**src/rtl/spi_reg_device.sv**
```systemverilog
// SPI register pseudo-device: NUM_REGS registers served by framed R/W transactions
// (R/W bit, address, data; MSB first) on a clk-synchronous cs/mosi/miso link.
module spi_reg_device #(
   parameter int                NUM_REGS  = 4,
   parameter int                DATA_W    = 8,
   parameter int                ADDR_W    = (NUM_REGS > 1) ? $clog2(NUM_REGS) : 1,
   parameter logic [DATA_W-1:0] RESET_VAL = DATA_W'(8'hAD)
) (
   input  logic                       clk,
   input  logic                       rst,
   input  logic                       cs,
   input  logic                       mosi,
   output logic                       miso,
   output logic                       busy,
   output logic                       frame_done,
   output logic                       frame_abort,
   output logic                       addr_err,
   output logic [NUM_REGS*DATA_W-1:0] regs_o
);

   typedef enum logic [1:0] {IDLE, ADDR, DATA, DONE} state_t;

   localparam int MAX_W = (DATA_W > ADDR_W) ? DATA_W : ADDR_W;
   localparam int CNT_W = $clog2(MAX_W) + 1;

   state_t              r_state;
   state_t              w_state_nxt;
   logic                r_rw;
   logic [ADDR_W-1:0]   r_addr;
   logic [DATA_W-1:0]   r_shift;
   logic [CNT_W-1:0]    r_cnt;
   logic [DATA_W-1:0]   r_regs [NUM_REGS];

   logic [ADDR_W-1:0]   w_addr_full;
   logic [DATA_W-1:0]   w_data_full;
   logic                w_addr_ok;
   logic                w_cur_ok;
   logic                w_addr_last;
   logic                w_data_last;
   logic [DATA_W-1:0]   w_rd_data;
   logic                w_commit;
   logic                w_done_nxt;
   logic                w_abort_nxt;
   logic                w_aerr_nxt;

   // Width casts drop the oldest bit, so this also works for ADDR_W == 1.
   assign w_addr_full = ADDR_W'({r_addr, mosi});
   assign w_data_full = DATA_W'({r_shift, mosi});
   assign w_addr_ok   = ({1'b0, w_addr_full} < (ADDR_W + 1)'(NUM_REGS));
   assign w_cur_ok    = ({1'b0, r_addr} < (ADDR_W + 1)'(NUM_REGS));
   assign w_addr_last = (r_cnt == CNT_W'(ADDR_W - 1));
   assign w_data_last = (r_cnt == CNT_W'(DATA_W - 1));

   always_comb begin
      w_rd_data = '0;
      for (int unsigned i = 0; i < NUM_REGS; i++) begin
         if (w_addr_full == ADDR_W'(i)) w_rd_data = r_regs[i];
      end
   end

   always_ff @(posedge clk) begin
      if (rst) r_state <= IDLE;
      else     r_state <= w_state_nxt;
   end

   always_comb begin
      w_state_nxt = r_state;
      w_done_nxt  = 1'b0;
      w_abort_nxt = 1'b0;
      w_aerr_nxt  = 1'b0;
      w_commit    = 1'b0;
      if (cs) begin
         w_state_nxt = IDLE;
         w_abort_nxt = (r_state == ADDR) || (r_state == DATA);
      end else begin
         case (r_state)
            IDLE: w_state_nxt = ADDR;
            ADDR: begin
               if (w_addr_last) begin
                  w_state_nxt = DATA;
                  w_aerr_nxt  = !w_addr_ok;
               end
            end
            DATA: begin
               if (w_data_last) begin
                  w_state_nxt = DONE;
                  w_done_nxt  = 1'b1;
                  w_commit    = !r_rw && w_cur_ok;
               end
            end
            default: w_state_nxt = DONE;
         endcase
      end
   end

   assign busy = (r_state == ADDR) || (r_state == DATA) || ((r_state == IDLE) && !cs);
   assign miso = (r_state == DATA) && r_rw && r_shift[DATA_W-1];

   always_ff @(posedge clk) begin
      if (rst) begin
         frame_done  <= 1'b0;
         frame_abort <= 1'b0;
         addr_err    <= 1'b0;
         r_rw        <= 1'b0;
         r_addr      <= '0;
         r_shift     <= '0;
         r_cnt       <= '0;
         for (int unsigned i = 0; i < NUM_REGS; i++) r_regs[i] <= RESET_VAL;
      end else begin
         frame_done  <= w_done_nxt;
         frame_abort <= w_abort_nxt;
         addr_err    <= w_aerr_nxt;
         if (!cs) begin
            case (r_state)
               IDLE: begin
                  r_rw   <= mosi;
                  r_addr <= '0;
                  r_cnt  <= '0;
               end
               ADDR: begin
                  r_addr <= w_addr_full;
                  if (w_addr_last) begin
                     r_cnt   <= '0;
                     r_shift <= (r_rw && w_addr_ok) ? w_rd_data : '0;
                  end else begin
                     r_cnt <= r_cnt + CNT_W'(1);
                  end
               end
               DATA: begin
                  r_cnt   <= r_cnt + CNT_W'(1);
                  r_shift <= r_rw ? (r_shift << 1) : w_data_full;
                  for (int unsigned i = 0; i < NUM_REGS; i++) begin
                     if (w_commit && (r_addr == ADDR_W'(i))) r_regs[i] <= w_data_full;
                  end
               end
               default: ;
            endcase
         end
      end
   end

   for (genvar g = 0; g < NUM_REGS; g++) begin : g_regs_o
      assign regs_o[g*DATA_W +: DATA_W] = r_regs[g];
   end

endmodule

```
**config.mk**
```make
export PLATFORM = sky130hd
export DESIGN_NAME = spi_reg_device
export DESIGN_NICKNAME = d
export VERILOG_FILES = /design/src/rtl/spi_reg_device.sv
export SDC_FILE = /design/constraint.sdc
export NUM_CORES = 1
export LEC_CHECK = 0
export CAP_MARGIN = 25
export CORE_AREA = 3 3 73 75
export CTS_CLUSTER_DIAMETER = 40
export DETAILED_ROUTE_END_ITERATION = 10
export DIE_AREA = 0 0 76 78
export PLACE_DENSITY_LB_ADDON = 0.2
export SLEW_MARGIN = 20
export SYNTH_ARGS = -nofsm -noshare
export SYNTH_HDL_FRONTEND = slang
export SYNTH_SLANG_ARGS = --single-unit
```
**constraint.sdc**
```tcl
create_clock -name clk -period 2.77 [get_ports clk]
set_input_delay 0.554 -clock clk [delete_from_list [all_inputs] [get_ports clk]]
set_output_delay 0.554 -clock clk [all_outputs]
set_load 0.03 [all_outputs]
```
# Word-level counts from Yosys, hierarchy flattened
# Memories as Yosys holds them, arrays and structs flattened.
# Cells that the tools add are included.
op_classes:
  n_eq_ne: 12
  n_reduce_logical: 25
  bitwise: 6
  n_addsub: 1
  mux: 44
ops:
  columns: ["cell", "count"]
  rows:
  - ["two-way mux 8 bit", 10]
  - ["two-way mux 1 bit", 27]
  - ["case mux 8 bit (2 select lines)", 1]
  - ["case mux 4 bit (3 select lines)", 1]
  - ["== test 2 bit (second input constant)", 5]
  - ["AND reduction 2 bit", 4]
  - ["logical AND 1 bit", 7]
  - ["== test 2 x 1 -> 1 bit (second input constant)", 3]
  - ["zero test 2 bit", 3]
  - ["case mux 2 bit (3 select lines)", 1]
  - ["adder 4 x 1 -> 4 bit (second input constant)", 1]
  - ["== test 4 x 1 -> 1 bit (second input constant)", 1]
  - ["== test 4 x 3 -> 1 bit (second input constant)", 1]
  - ["two-way mux 2 bit", 2]
  - ["two-way mux 4 bit", 1]
  - ["!= test 2 bit (second input constant)", 2]
  - ["bitwise OR 1 bit", 4]
  - ["case mux 2 bit (2 select lines)", 1]
  - ["nonzero test 2 bit", 2]
  - ["OR reduction 2 bit", 2]
  - ["AND reduction 3 bit", 1]
  - ["nonzero test 3 bit", 1]
  - ["OR reduction 3 bit", 1]
  - ["zero test 1 bit", 2]
  - ["2 further kinds", 4]
word_totals:
  out_inout_bits: 37
  ff_bits: 19
  word_cells: 96
  in_bits: 4
  mem_bits_rw: 32
  n_memories: 1
mem_list:
  columns: ["name", "words", "word_bits", "read_ports", "rd_clocked_by_memory_dff", "write_ports", "line_no", "text"]
  rows:
  - ["r_regs", 4, 8, 4, 0, 4, "32", "logic [DATA_W-1:0] r_regs [NUM_REGS];"]

# Depth between registers and ports, before layout
# Gate-level depths: netlist of run 1.
logic_depth:
  ltp_word: 11
  ltp_mapped: 8
  depth_no_buf: 6

# Least setup slack after synthesis of run 1
# Ideal clock, no wire load.
synth_timing:
  path_kind: "reg2reg"
  from: "reg r_state[0]"
  to: "mem r_regs[3][0], enable pin"
  setup_slack_ns: 0.503
  required_ns: 2.395
  arrival_time_ns: 1.892
  synth_period_minus_slack_ns: 2.267
  n_path_buf: 2
  setup_time_ns: 0.375
  path_stages_with_launch: 8
  path_cell_list: "dfxtp_1 > inv_1 > ha_1 > buf_2 > nand4b_1 > or4b_1 > buf_2 > o21bai_1"
synth_lines:
  columns: ["element", "line_no", "text"]
  rows:
  - ["from (decl)", "26", "state_t r_state;"]
  - ["from (signal assigned)", "63", "else r_state <= w_state_nxt;"]
  - ["to (decl)", "32", null]

# Worst setup path after layout of run 1
layout_timing:
  from: "reg r_state[0]"
  to: "out busy"
layout_between:
  elab_chain_cells: 3
  word_cells_on_any_way: 6
  classes_between: "2 x eq/ne; 4 x reduce/logical"
layout_rtl:
  columns: ["element", "line_no", "text"]
  rows:
  - ["== test 2 x 1 -> 1 bit, or another cell as far along", null, null]
  - ["logical OR 1 bit / logical AND 1 bit (equally long branches)", "96", "assign busy = (r_state == ADDR) || (r_state == DATA) || ((r_state == IDLE) && !cs);"]
  - ["logical OR 1 bit *", "96", null]
  - ["to (decl)", "14", "output logic busy,"]
# Every way passes the cells marked *; elsewhere a longest branch is shown, timed or not.

==> impl_metrics.py, run 1 <==
metrics = {
    "run_status": {
        "status": "finished, final reports clean",
    },
    "detailed_routing": {
        "via_count": 1821,
        "wl_per_cell_um": 17.6,
        "first_iter_violations": 187,
        "drt_first_pass_iters": 5,
        "ant_nets": 0,
        "drc": 0,
        "totalWireLength_mm": 5.70,
        "viasPerCell": 5.62,
    },
    "placement": {
        "pre_cts_slack_ns": 0.208,
        "gp_congestion": 0.803,
        "numPortBuffers": 39,
        "placed_cell_area_mm2": 0.00299,
        "dp_hpwl_mm": 3.99,
    },
    "logic_synthesis": {
        "synth_area_leader_cell": "edfxtp_1",
        "ys_seq_area_frac": 0.540,
        "synth_edf_count": 32,
        "async_flop_share": 0,
        "yosysWarnings": 0,
        "synth_area_per_cell_um2": 11.7,
        "synth_nets": 224,
        "ys_types": 38,
        "synthTopCellsByArea": "edfxtp_1 (39%), dfxtp_1 (15%), mux4_2 (6.3%)",
        "synth-main-ff-cell": "edfxtp_1",
        "synth_area_mm2": 0.00248,
        "synth_top_area_share": 0.387,
        "syn-instance-count": 212,
        "ys_seq_elements": 51,
    },
    "clock_tree": {
        "root_buffer": "clkbuf_8",
        "max-clock-path-buffers": 2,
        "clk_pin_slew_worst_paths_ns": 0.09,
        "clkSinkCount": 51,
        "post_cts_buffers": 0,
        "cts.hold.buffers_added": 0,
        "cts_tree": "built",
        "cts_htree_levels": 2,
        "postCtsResizedCells": 0,
        "numCtsBuffers": 5,
        "clk-insertion-delay-late_ns": 0.30,
    },
    "worst_setup_path": {
        "endpoint": "busy",
        "slowest_stage": "clkdlybuf4s50_1",
        "reg2reg_to": "r_regs[2][3]$_SDFFCE_PN1P_",
        "path_cells": "inv_1, ha_1, or2_2, clkdlybuf4s50_1",
        "cp_slowest_stage_delay_ns": 0.59,
        "crit_type": "flop to primary output",
        "critical_path_arrival_ns": 2.08,
        "rr_worst_depth": 5,
        "path_max_fanout": 5,
        "r2r-start": "r_cnt[0]$_SDFFE_PP0P_",
        "critPathLaunchType": "flop",
        "setup.worst_path.end_class": "primary output",
        "regToRegSetupSlack_ns": 0.50,
        "required_ns": 2.22,
        "worstSetupStartpoint": "r_state[0]$_SDFFE_PP0P_",
    },
    "global_route": {
        "grt_pass1_vias": 1756,
        "overflow": 0,
        "grt_max_degree": 26,
        "grt_pass1_wl_mm": 9.52,
        "grt_use_total": 0.204,
        "antenna_found_initial": 0,
    },
    "layout": {
        "nets": 268,
        "mostFrequentLayoutCell": "clkdlybuf4s50_1",
        "layout_common_cells": "clkdlybuf4s50_1 (39), edfxtp_1 (32), nor2_1 (19), dfxtp_1 (19), buf_4 (15)",
        "final_area_mm2": 0.00307,
        "layout-drive-gt1-share": 0.136,
        "areaGrowthSynthToFinish_pct": 23.7,
        "antenna_cells": 0,
    },
    "sta": {
        "final-hold-violation-count": 0,
        "slew_headroom": 0.585,
        "clock_skew_ns": 0.00794,
        "post-route-period-util": 0.950,
        "timing.final.ws_setup_ns": 0.138,
        "rsz0062_at_grt": "false",
        "finalSetupTns_ns": 0,
        "timing.fmax_ghz": 0.380,
        "whs_ns": 0.529,
        "setup_viol": 0,
        "tightest_slew_ns": 0.613,
        "maxSlewViolCount": 0,
        "fin_crit_ns": 2.63,
    },
    "pwr": {
        "p_per_area_mw_per_mm2": 471,
        "peakVddDrop_v": 0.000274,
        "seqPwrFrac": 0.587,
        "switchingPower_uw": 367,
        "intPower_uw": 1080,
        "power_frac_comb": 0.126,
        "switching_share": 0.253,
        "p_leak_uw": 0.000982,
        "p_total_uw": 1450,
        "clkPwrFrac": 0.287,
    },
    "min_path": {
        "hold_path.class": "flop to flop",
    },
    "floorplan": {
        "core_mm2": 0.00472,
        "row_count": 25,
        "die_h_um": 78,
        "io_pins": 41,
        "die-area_mm2": 0.00593,
        "die_x_um": 76,
        "start_util": 0.526,
    },
    "run": {
        "cap_violations": 0,
    },
}
worst min path at each step:
| stage | start | end | slack [ns] | cells past startpoint |
|---|---|---|---|---|
| 2_1_floorplan | r_shift[7]$_SDFFE_PP0P_ | r_shift[7]$_SDFFE_PP0P_ | 0.47 | 2 |
| 6_report | r_shift[7]$_SDFFE_PP0P_ | r_shift[7]$_SDFFE_PP0P_ | 0.53 | 2 |
| 3_3_place_gp | r_shift[7]$_SDFFE_PP0P_ | r_shift[7]$_SDFFE_PP0P_ | 0.48 | 2 |
| 3_5_place_dp | r_shift[7]$_SDFFE_PP0P_ | r_shift[7]$_SDFFE_PP0P_ | 0.50 | 2 |
| 5_1_grt | r_shift[7]$_SDFFE_PP0P_ | r_shift[7]$_SDFFE_PP0P_ | 0.53 | 2 |
| 4_1_cts | r_shift[7]$_SDFFE_PP0P_ | r_shift[7]$_SDFFE_PP0P_ | 0.51 | 2 |
synthesized netlist by cell type (3+ instances only):
| cell | n |
|---|---|
| nor2_1 | 19 |
| dfxtp_1 | 19 |
| or3_1 | 12 |
| nand2_1 | 6 |
| a211oi_1 | 8 |
| edfxtp_1 | 32 |
| ha_1 | 8 |
| and2_1 | 13 |
| a22oi_1 | 9 |
| buf_2 | 6 |
| nor2b_1 | 3 |
| o21ai_0 | 5 |
| inv_1 | 4 |
| nor3_1 | 3 |
| a21oi_1 | 3 |
| o21bai_1 | 5 |
| mux4_2 | 7 |
| and3_1 | 3 |
| clkbuf_1 | 9 |
| nand2b_1 | 12 |
worst max-delay path, delay by kind of cell, from the launching register on:
kind                       cells  cell delay [ns]
adders and majority gates      1             0.36
buffers and inverters          2             0.70
DFF                            1             0.42
and+or+nand+nor                1             0.31
flip-flops by register name, indices dropped and copies added (netlist names):
| register | count |
|---|---|
| r_cnt | 4 |
| r_state | 2 |
| r_addr | 2 |
| r_shift | 8 |
| frame_abort | 1 |
| frame_done | 1 |
| r_rw | 1 |
| r_regs | 32 |
metal layers:
| layer | wire length [µm] | track usage | part of all wire | vias up |
|---|---|---|---|---|
| li1 | - | - | - | 862 |
| met1 | 2770 | 0.319 | 0.49 | 887 |
| met2 | 2520 | 0.299 | 0.44 | 67 |
| met3 | 371 | 0.0325 | 0.065 | 5 |
| met4 | 40 | 0.0435 | 0.0070 | 0 |
| met5 | 0 | 0 | 0 | - |
final cells by class:
class | instances | area (µm²)
Fill cell | 382 | 1650
Sequential cell | 51 | 1340
Multi-Input combinational cell | 140 | 1050
Timing Repair Buffer | 54 | 503
Tap cell | 67 | 83.8
Clock buffer | 8 | 80.1
Inverter | 4 | 15.0
power by group through the flow:
stage | sequential, µW | combinational, µW | clock [µW]
2_1_floorplan | 871 | 112 | 0
3_3_place_gp | 866 | 179 | 0
3_5_place_dp | 866 | 181 | 0
4_1_cts | 849 | 182 | 423
5_1_grt | 854 | 198 | 462
6_report | 850 | 183 | 416
metrics by stage:
| stage | utilization | instances |
|---|---|---|
| 6_report | 0.651 | 324 |
| 4_1_cts | 0.651 | 324 |
| 2_1_floorplan | - | 212 |
| 5_1_grt | 0.651 | 324 |
| 3_5_place_dp | 0.634 | 316 |
| 3_3_place_gp | 0.634 | 316 |
cell families (layout without fill, tap and decap cells):
kind of cell               Yosys count  after routing  synth area share
adders and majority gates            8              8            0.0403
muxes                                9              9            0.0715
AOI/OAI and AO/OA                   34             34            0.0987
other                                1              1           0.00151
and+or+nand+nor                     88             88             0.210
DFF                                 51             51             0.540
buffers and inverters               21             66            0.0378
No activity file was read; power rests on OpenSTA's default activity.
==> run 2, diff against run 1 <==
--- a/config.mk
+++ b/config.mk
@@ -10,6 +10,7 @@
 export CTS_CLUSTER_DIAMETER = 40
 export DETAILED_ROUTE_END_ITERATION = 10
 export DIE_AREA = 0 0 76 78
+export GPL_TIMING_DRIVEN = 0
 export PLACE_DENSITY_LB_ADDON = 0.2
 export SLEW_MARGIN = 20
 export SYNTH_ARGS = -nofsm -noshare
==> constraint.sdc (replaced) <==
create_clock -name clk -period 2.8 [get_ports clk]
set_input_delay 0.56 -clock clk [delete_from_list [all_inputs] [get_ports clk]]
set_output_delay 0.56 -clock clk [all_outputs]
set_load 0.03 [all_outputs]
==> run 2 against run 1 <==
  * Core utilization shrank 0.95 points
  * Worst hold slack gained 0.019 ns
  * First-iteration DRC count grew 11%
  * Combinational power shrank 4%
  * Non-clock buffer count shrank 1
  * Die area is the same
  * Power shrank 1.4%
  * Critical path type unchanged
  * Largest power group unchanged
  * Highest routed layer unchanged
==> impl_metrics.py, run 2 (synthesis results as in run 1) <==
metrics = {
    "global_route": {
        "overflow": 0,
        "grt_pass1_wl_mm": 9.41,
        "grt_use_total": 0.207,
        "antenna_found_initial": 0,
        "grt_max_degree": 16,
        "grt_pass1_vias": 1778,
    },
    "layout": {
        "reg_top3": "r_regs (32), r_shift (8), r_cnt (4)",
        "fill_cells": 394,
        "nets": 267,
        "final_area_mm2": 0.00303,
        "final_util": 0.641,
        "antenna_cells": 0,
        "multi_input_area_mm2": 0.00106,
        "areaGrowthSynthToFinish_pct": 21.9,
        "layout-drive-gt1-share": 0.141,
        "ff_latch_area_mm2": 0.00134,
        "mostFrequentLayoutCell": "clkdlybuf4s50_1",
        "top_register": "r_regs",
        "largest_register_ffs": 32,
        "layout_common_cells": "clkdlybuf4s50_1 (35), edfxtp_1 (32), nor2_1 (19), dfxtp_1 (19), and2_1 (13)",
    },
    "detailed_routing": {
        "ant_nets": 0,
        "via_count": 1790,
        "first_iter_violations": 207,
        "drc": 0,
        "drt_first_pass_iters": 4,
        "viasPerCell": 5.54,
        "wl_per_cell_um": 17.6,
        "totalWireLength_mm": 5.68,
    },
    "floorplan": {
        "row_count": 25,
        "start_util": 0.526,
        "die-area_mm2": 0.00593,
        "io_pins": 41,
        "core_mm2": 0.00472,
        "die_x_um": 76,
        "die_h_um": 78,
    },
    "pwr": {
        "clkPwrFrac": 0.292,
        "switching_share": 0.261,
        "switchingPower_uw": 373,
        "p_per_area_mw_per_mm2": 472,
        "peakVddDrop_v": 0.000277,
        "power_frac_comb": 0.122,
        "p_leak_uw": 0.000972,
        "intPower_uw": 1060,
        "seqPwrFrac": 0.586,
    },
    "clock_tree": {
        "clk_pin_slew_worst_paths_ns": 0.09,
        "post_cts_buffers": 0,
        "cts_htree_levels": 2,
        "root_buffer": "clkbuf_8",
        "clkSinkCount": 51,
        "cts.hold.buffers_added": 0,
        "numCtsBuffers": 5,
        "cts_tree": "built",
        "max-clock-path-buffers": 2,
        "clk-insertion-delay-late_ns": 0.31,
    },
    "sta": {
        "setup_viol": 0,
        "tightest_slew_ns": 0.611,
        "post-route-period-util": 0.941,
        "fin_crit_ns": 2.63,
        "slew_headroom": 0.587,
        "maxSlewViolCount": 0,
        "timing.fmax_ghz": 0.380,
        "clock_skew_ns": 0.00535,
        "final-hold-violation-count": 0,
        "rsz0062_at_grt": "false",
    },
    "worst_setup_path": {
        "path_cells": "inv_1, ha_1, or2_2, clkdlybuf4s50_1",
        "slowest_stage": "clkdlybuf4s50_1",
        "required_ns": 2.24,
        "cp_slowest_stage_delay_ns": 0.59,
        "path_max_fanout": 5,
        "regToRegSetupSlack_ns": 0.28,
        "setup.worst_path.end_class": "primary output",
        "reg2reg_to": "r_regs[2][7]$_SDFFCE_PN1P_",
        "r2r-start": "r_state[0]$_SDFFE_PP0P_",
        "critPathLaunchType": "flop",
        "rr_worst_depth": 7,
        "crit_type": "flop to primary output",
        "critical_path_arrival_ns": 2.07,
    },
    "run": {
        "cap_violations": 0,
    },
    "placement": {
        "gp_congestion": 0.787,
        "dp_hpwl_mm": 3.94,
        "numPortBuffers": 36,
        "placed_cell_area_mm2": 0.00293,
    },
    "min_path": {
        "hold_start": "r_shift[7]$_SDFFE_PP0P_",
        "min_path_cells": 2,
        "holdPathEnd": "r_shift[7]$_SDFFE_PP0P_",
        "hold_path.class": "flop to flop",
    },
    "run_status": {
        "status": "finished, final reports clean",
    },
}
-- run 2: layout make-up --
class                           count  share of cell area
Sequential cell                    51               0.443
Multi-Input combinational cell    140               0.352
Timing Repair Buffer               36               0.119
Tap cell                           67              0.0277
Buffer                             17              0.0264
Clock buffer                        5              0.0227
Clock inverter                      3             0.00496
Inverter                            4             0.00496
-- run 2: per-stage QoR --
| stage | total power, µW | TNS, ns | std cells | worst slack, ns | hold WS, ns |
|---|---|---|---|---|---|
| finish | 1430 | 0 | 323 | 0.166 | 0.548 |
| global route | 1490 | 0 | 323 | 0.0378 | 0.592 |
| CTS | 1440 | 0 | 323 | 0.0673 | 0.552 |
| detailed placement | 1030 | -0.399 | 315 | -0.0502 | 0.533 |
| global placement | 1020 | -0.107 | 315 | -0.0134 | 0.488 |
| floorplan | 972 | 0 | 212 | 0.533 | 0.474 |
-- run 2: per-layer routing --
metal  track usage  wire length, µm
met2         0.324             2620
met3        0.0580              444
met5             0                0
met4        0.0779               85
met1         0.274             2530
-- run 2: power groups by stage --
stage                     registers (µW)  clock network, µW  logic, µW
after floorplan                      861                  0        111
after global placement               854                  0        168
after detailed placement             854                  0        173
after CTS                            837                423        175
after global routing                 841                458        193
final                                838                417        175
-- run 2: repair_timing --
item / 4_1_cts / 5_1_grt
endpoints found under the setup margin: 17 / 16
gates resized for setup: 4 / 2
pin swaps: 0 / 0
-- run 2: critical path: cells and delay by family, from the launching register on --
| kind | cells | cell delay [ns] |
|---|---|---|
| adders and majority gates | 1 | 0.35 |
| DFF | 1 | 0.42 |
| buffers and inverters | 2 | 0.69 |
| and+or+nand+nor | 1 | 0.30 |
-- run 2: how the worst max path moves through the flow --
stage,slack [ns],depth (start not counted),endpoint,start
after detailed placement,-0.05,7,r_regs[2][0]$_SDFFCE_PN1P_,r_state[0]$_SDFFE_PP0P_
final,0.17,4,busy,r_state[0]$_SDFFE_PP0P_
after global routing,0.04,5,busy,r_state[0]$_SDFFE_PP0P_
after floorplan,0.53,7,r_regs[3][0]$_SDFFCE_PN1P_,r_state[0]$_SDFFE_PP0P_
after CTS,0.07,7,r_regs[1][2]$_SDFFCE_PN1P_,r_state[0]$_SDFFE_PP0P_
after global placement,-0.01,7,r_regs[2][0]$_SDFFCE_PN1P_,r_state[0]$_SDFFE_PP0P_
==> run 3, diff against run 2 <==
--- a/config.mk
+++ b/config.mk
@@ -12,7 +12,7 @@
 export DIE_AREA = 0 0 76 78
 export GPL_TIMING_DRIVEN = 0
 export PLACE_DENSITY_LB_ADDON = 0.2
-export SLEW_MARGIN = 20
+export SLEW_MARGIN = 30
 export SYNTH_ARGS = -nofsm -noshare
 export SYNTH_HDL_FRONTEND = slang
 export SYNTH_SLANG_ARGS = --single-unit
==> run 3 against run 2 <==
  * Routed wire length hardly changed
  * Worst hold slack better by 0.0059 ns
  * Via count is 0.50% higher
  * Global-route usage is 0.075 points higher
  * Power is 0.37% lower
  * Sequential power hardly changed
  * Die area stayed put
  * Worst setup slack better by 0.0035 ns
  * Fmax is 0.13% higher
  * Clock skew is 0.00077 ns lower
  * Critical endpoint unchanged
  * Largest power group unchanged
  * Highest routed layer unchanged
==> impl_metrics.py, run 3 (synthesis results as in run 1) <==
metrics = {
    "run_status": {
        "status": "finished, final reports clean",
    },
    "placement": {
        "numPortBuffers": 36,
        "gp_congestion": 0.787,
        "placed_cell_area_mm2": 0.00293,
        "pre_cts_slack_ns": -0.0107,
        "dp_hpwl_mm": 3.94,
        "placed_cells": 315,
    },
    "floorplan": {
        "io_pins": 41,
        "row_count": 25,
        "start_util": 0.526,
        "die_x_um": 76,
        "die-area_mm2": 0.00593,
        "die_h_um": 78,
        "core_mm2": 0.00472,
    },
    "detailed_routing": {
        "drc": 0,
        "viasPerCell": 5.57,
        "via_count": 1799,
        "first_iter_violations": 181,
        "drt_first_pass_iters": 4,
        "totalWireLength_mm": 5.68,
        "ant_nets": 0,
        "wl_per_cell_um": 17.6,
    },
    "clock_tree": {
        "clk_pin_slew_worst_paths_ns": 0.09,
        "clkSinkCount": 51,
        "max-clock-path-buffers": 2,
        "cts_tree": "built",
        "cts.hold.buffers_added": 0,
        "numCtsBuffers": 5,
        "postCtsResizedCells": 3,
        "clk-insertion-delay-late_ns": 0.31,
        "root_buffer": "clkbuf_8",
        "cts_htree_levels": 2,
        "post_cts_buffers": 0,
    },
    "sta": {
        "final-hold-violation-count": 0,
        "whs_ns": 0.554,
        "slew_headroom": 0.576,
        "fin_crit_ns": 2.63,
        "maxSlewViolCount": 0,
        "tightest_slew_ns": 0.628,
        "setup_viol": 0,
        "timing.fmax_ghz": 0.380,
        "rsz0062_at_grt": "false",
        "post-route-period-util": 0.939,
        "clock_skew_ns": 0.00459,
        "timing.final.ws_setup_ns": 0.169,
        "finalSetupTns_ns": 0,
    },
    "layout": {
        "largest_register_ffs": 32,
        "top_register": "r_regs",
        "antenna_cells": 0,
        "layout-drive-gt1-share": 0.141,
        "fill_cells": 393,
        "final_area_mm2": 0.00303,
        "layout_common_cells": "clkdlybuf4s50_1 (35), edfxtp_1 (32), nor2_1 (19), dfxtp_1 (19), and2_1 (13)",
        "reg_top3": "r_regs (32), r_shift (8), r_cnt (4)",
        "nets": 267,
        "areaGrowthSynthToFinish_pct": 21.9,
        "mostFrequentLayoutCell": "clkdlybuf4s50_1",
        "stdcell_count": 323,
    },
    "pwr": {
        "clkPwrFrac": 0.289,
        "switching_share": 0.258,
        "seqPwrFrac": 0.588,
        "switchingPower_uw": 368,
        "peakVddDrop_v": 0.000277,
        "power_frac_comb": 0.123,
        "p_per_area_mw_per_mm2": 470,
        "p_leak_uw": 0.000972,
        "intPower_uw": 1060,
    },
    "global_route": {
        "grt_pass1_wl_mm": 9.38,
        "antenna_found_initial": 0,
        "grt_max_degree": 16,
        "grt_pass1_vias": 1781,
        "grt_use_total": 0.207,
        "overflow": 0,
    },
    "worst_setup_path": {
        "path_delay_family": "buffers and inverters",
        "path_max_fanout": 5,
        "slowest_stage": "clkdlybuf4s50_1",
        "cp_slowest_stage_delay_ns": 0.59,
        "critical_path_arrival_ns": 2.07,
        "path_cells": "inv_1, ha_1, or2_2, clkdlybuf4s50_1",
        "setup.worst_path.end_class": "primary output",
        "crit_type": "flop to primary output",
        "required_ns": 2.24,
        "crit_buf_inv": 2,
        "critPathLaunchType": "flop",
    },
    "run": {
        "cap_violations": 0,
    },
    "min_path": {
        "hold_path.class": "flop to flop",
    },
}
==> run 3: cell counts in the layout (fill, tap and decap cells not counted) <==
Identical to the previous run, type by type.
==> run 3: final timing paths <==
check                                        startpoint                    endpoint  slack, ns  cells after the start
worst max register to register  r_state[0]$_SDFFE_PP0P_  r_regs[2][7]$_SDFFCE_PN1P_       0.25                      7
worst min register to register  r_shift[7]$_SDFFE_PP0P_     r_shift[7]$_SDFFE_PP0P_       0.55                      2
worst min-delay path            r_shift[7]$_SDFFE_PP0P_     r_shift[7]$_SDFFE_PP0P_       0.55                      2
worst max-delay path            r_state[0]$_SDFFE_PP0P_                        busy       0.17                      4
==> run 3: layout make-up <==
cell class,instances,area [µm²],area share
Buffer,17,80.1,0.0264
Clock buffer,5,68.8,0.0227
Clock inverter,3,15.0,0.00496
Inverter,4,15.0,0.00496
Multi-Input combinational cell,140,1060,0.352
Sequential cell,51,1340,0.443
Tap cell,67,83.8,0.0277
Timing Repair Buffer,36,359,0.119
==> run 3: metal layers <==
metal	track usage	vias to the layer above	routed length (µm)
met4	0.0870	0	108
li1	-	859	-
met5	0	-	0
met3	0.0580	10	353
met2	0.324	59	2650
met1	0.272	871	2570
==> run 3: worst min-delay path: stages, from the launching register on <==
cell and delay (ns):
dfxtp_1 0.32, nor2_1 0.12, a211oi_1 0.07
==> run 3: power by group through the flow <==
stage / Sequential, µW / Clock, µW / Combinational, µW
after detailed placement: 854 / 0 / 173
after global routing: 841 / 460 / 193
after global placement: 854 / 0 / 168
final: 837 / 411 / 175
after floorplan: 861 / 0 / 111
after CTS: 837 / 424 / 175
==> run 3: per-stage QoR <==
step / util / power [µW]
after floorplan: - / 972
after global placement: 0.620 / 1020
after detailed placement: 0.621 / 1030
after CTS: 0.639 / 1440
after global routing: 0.641 / 1490
final: 0.641 / 1420
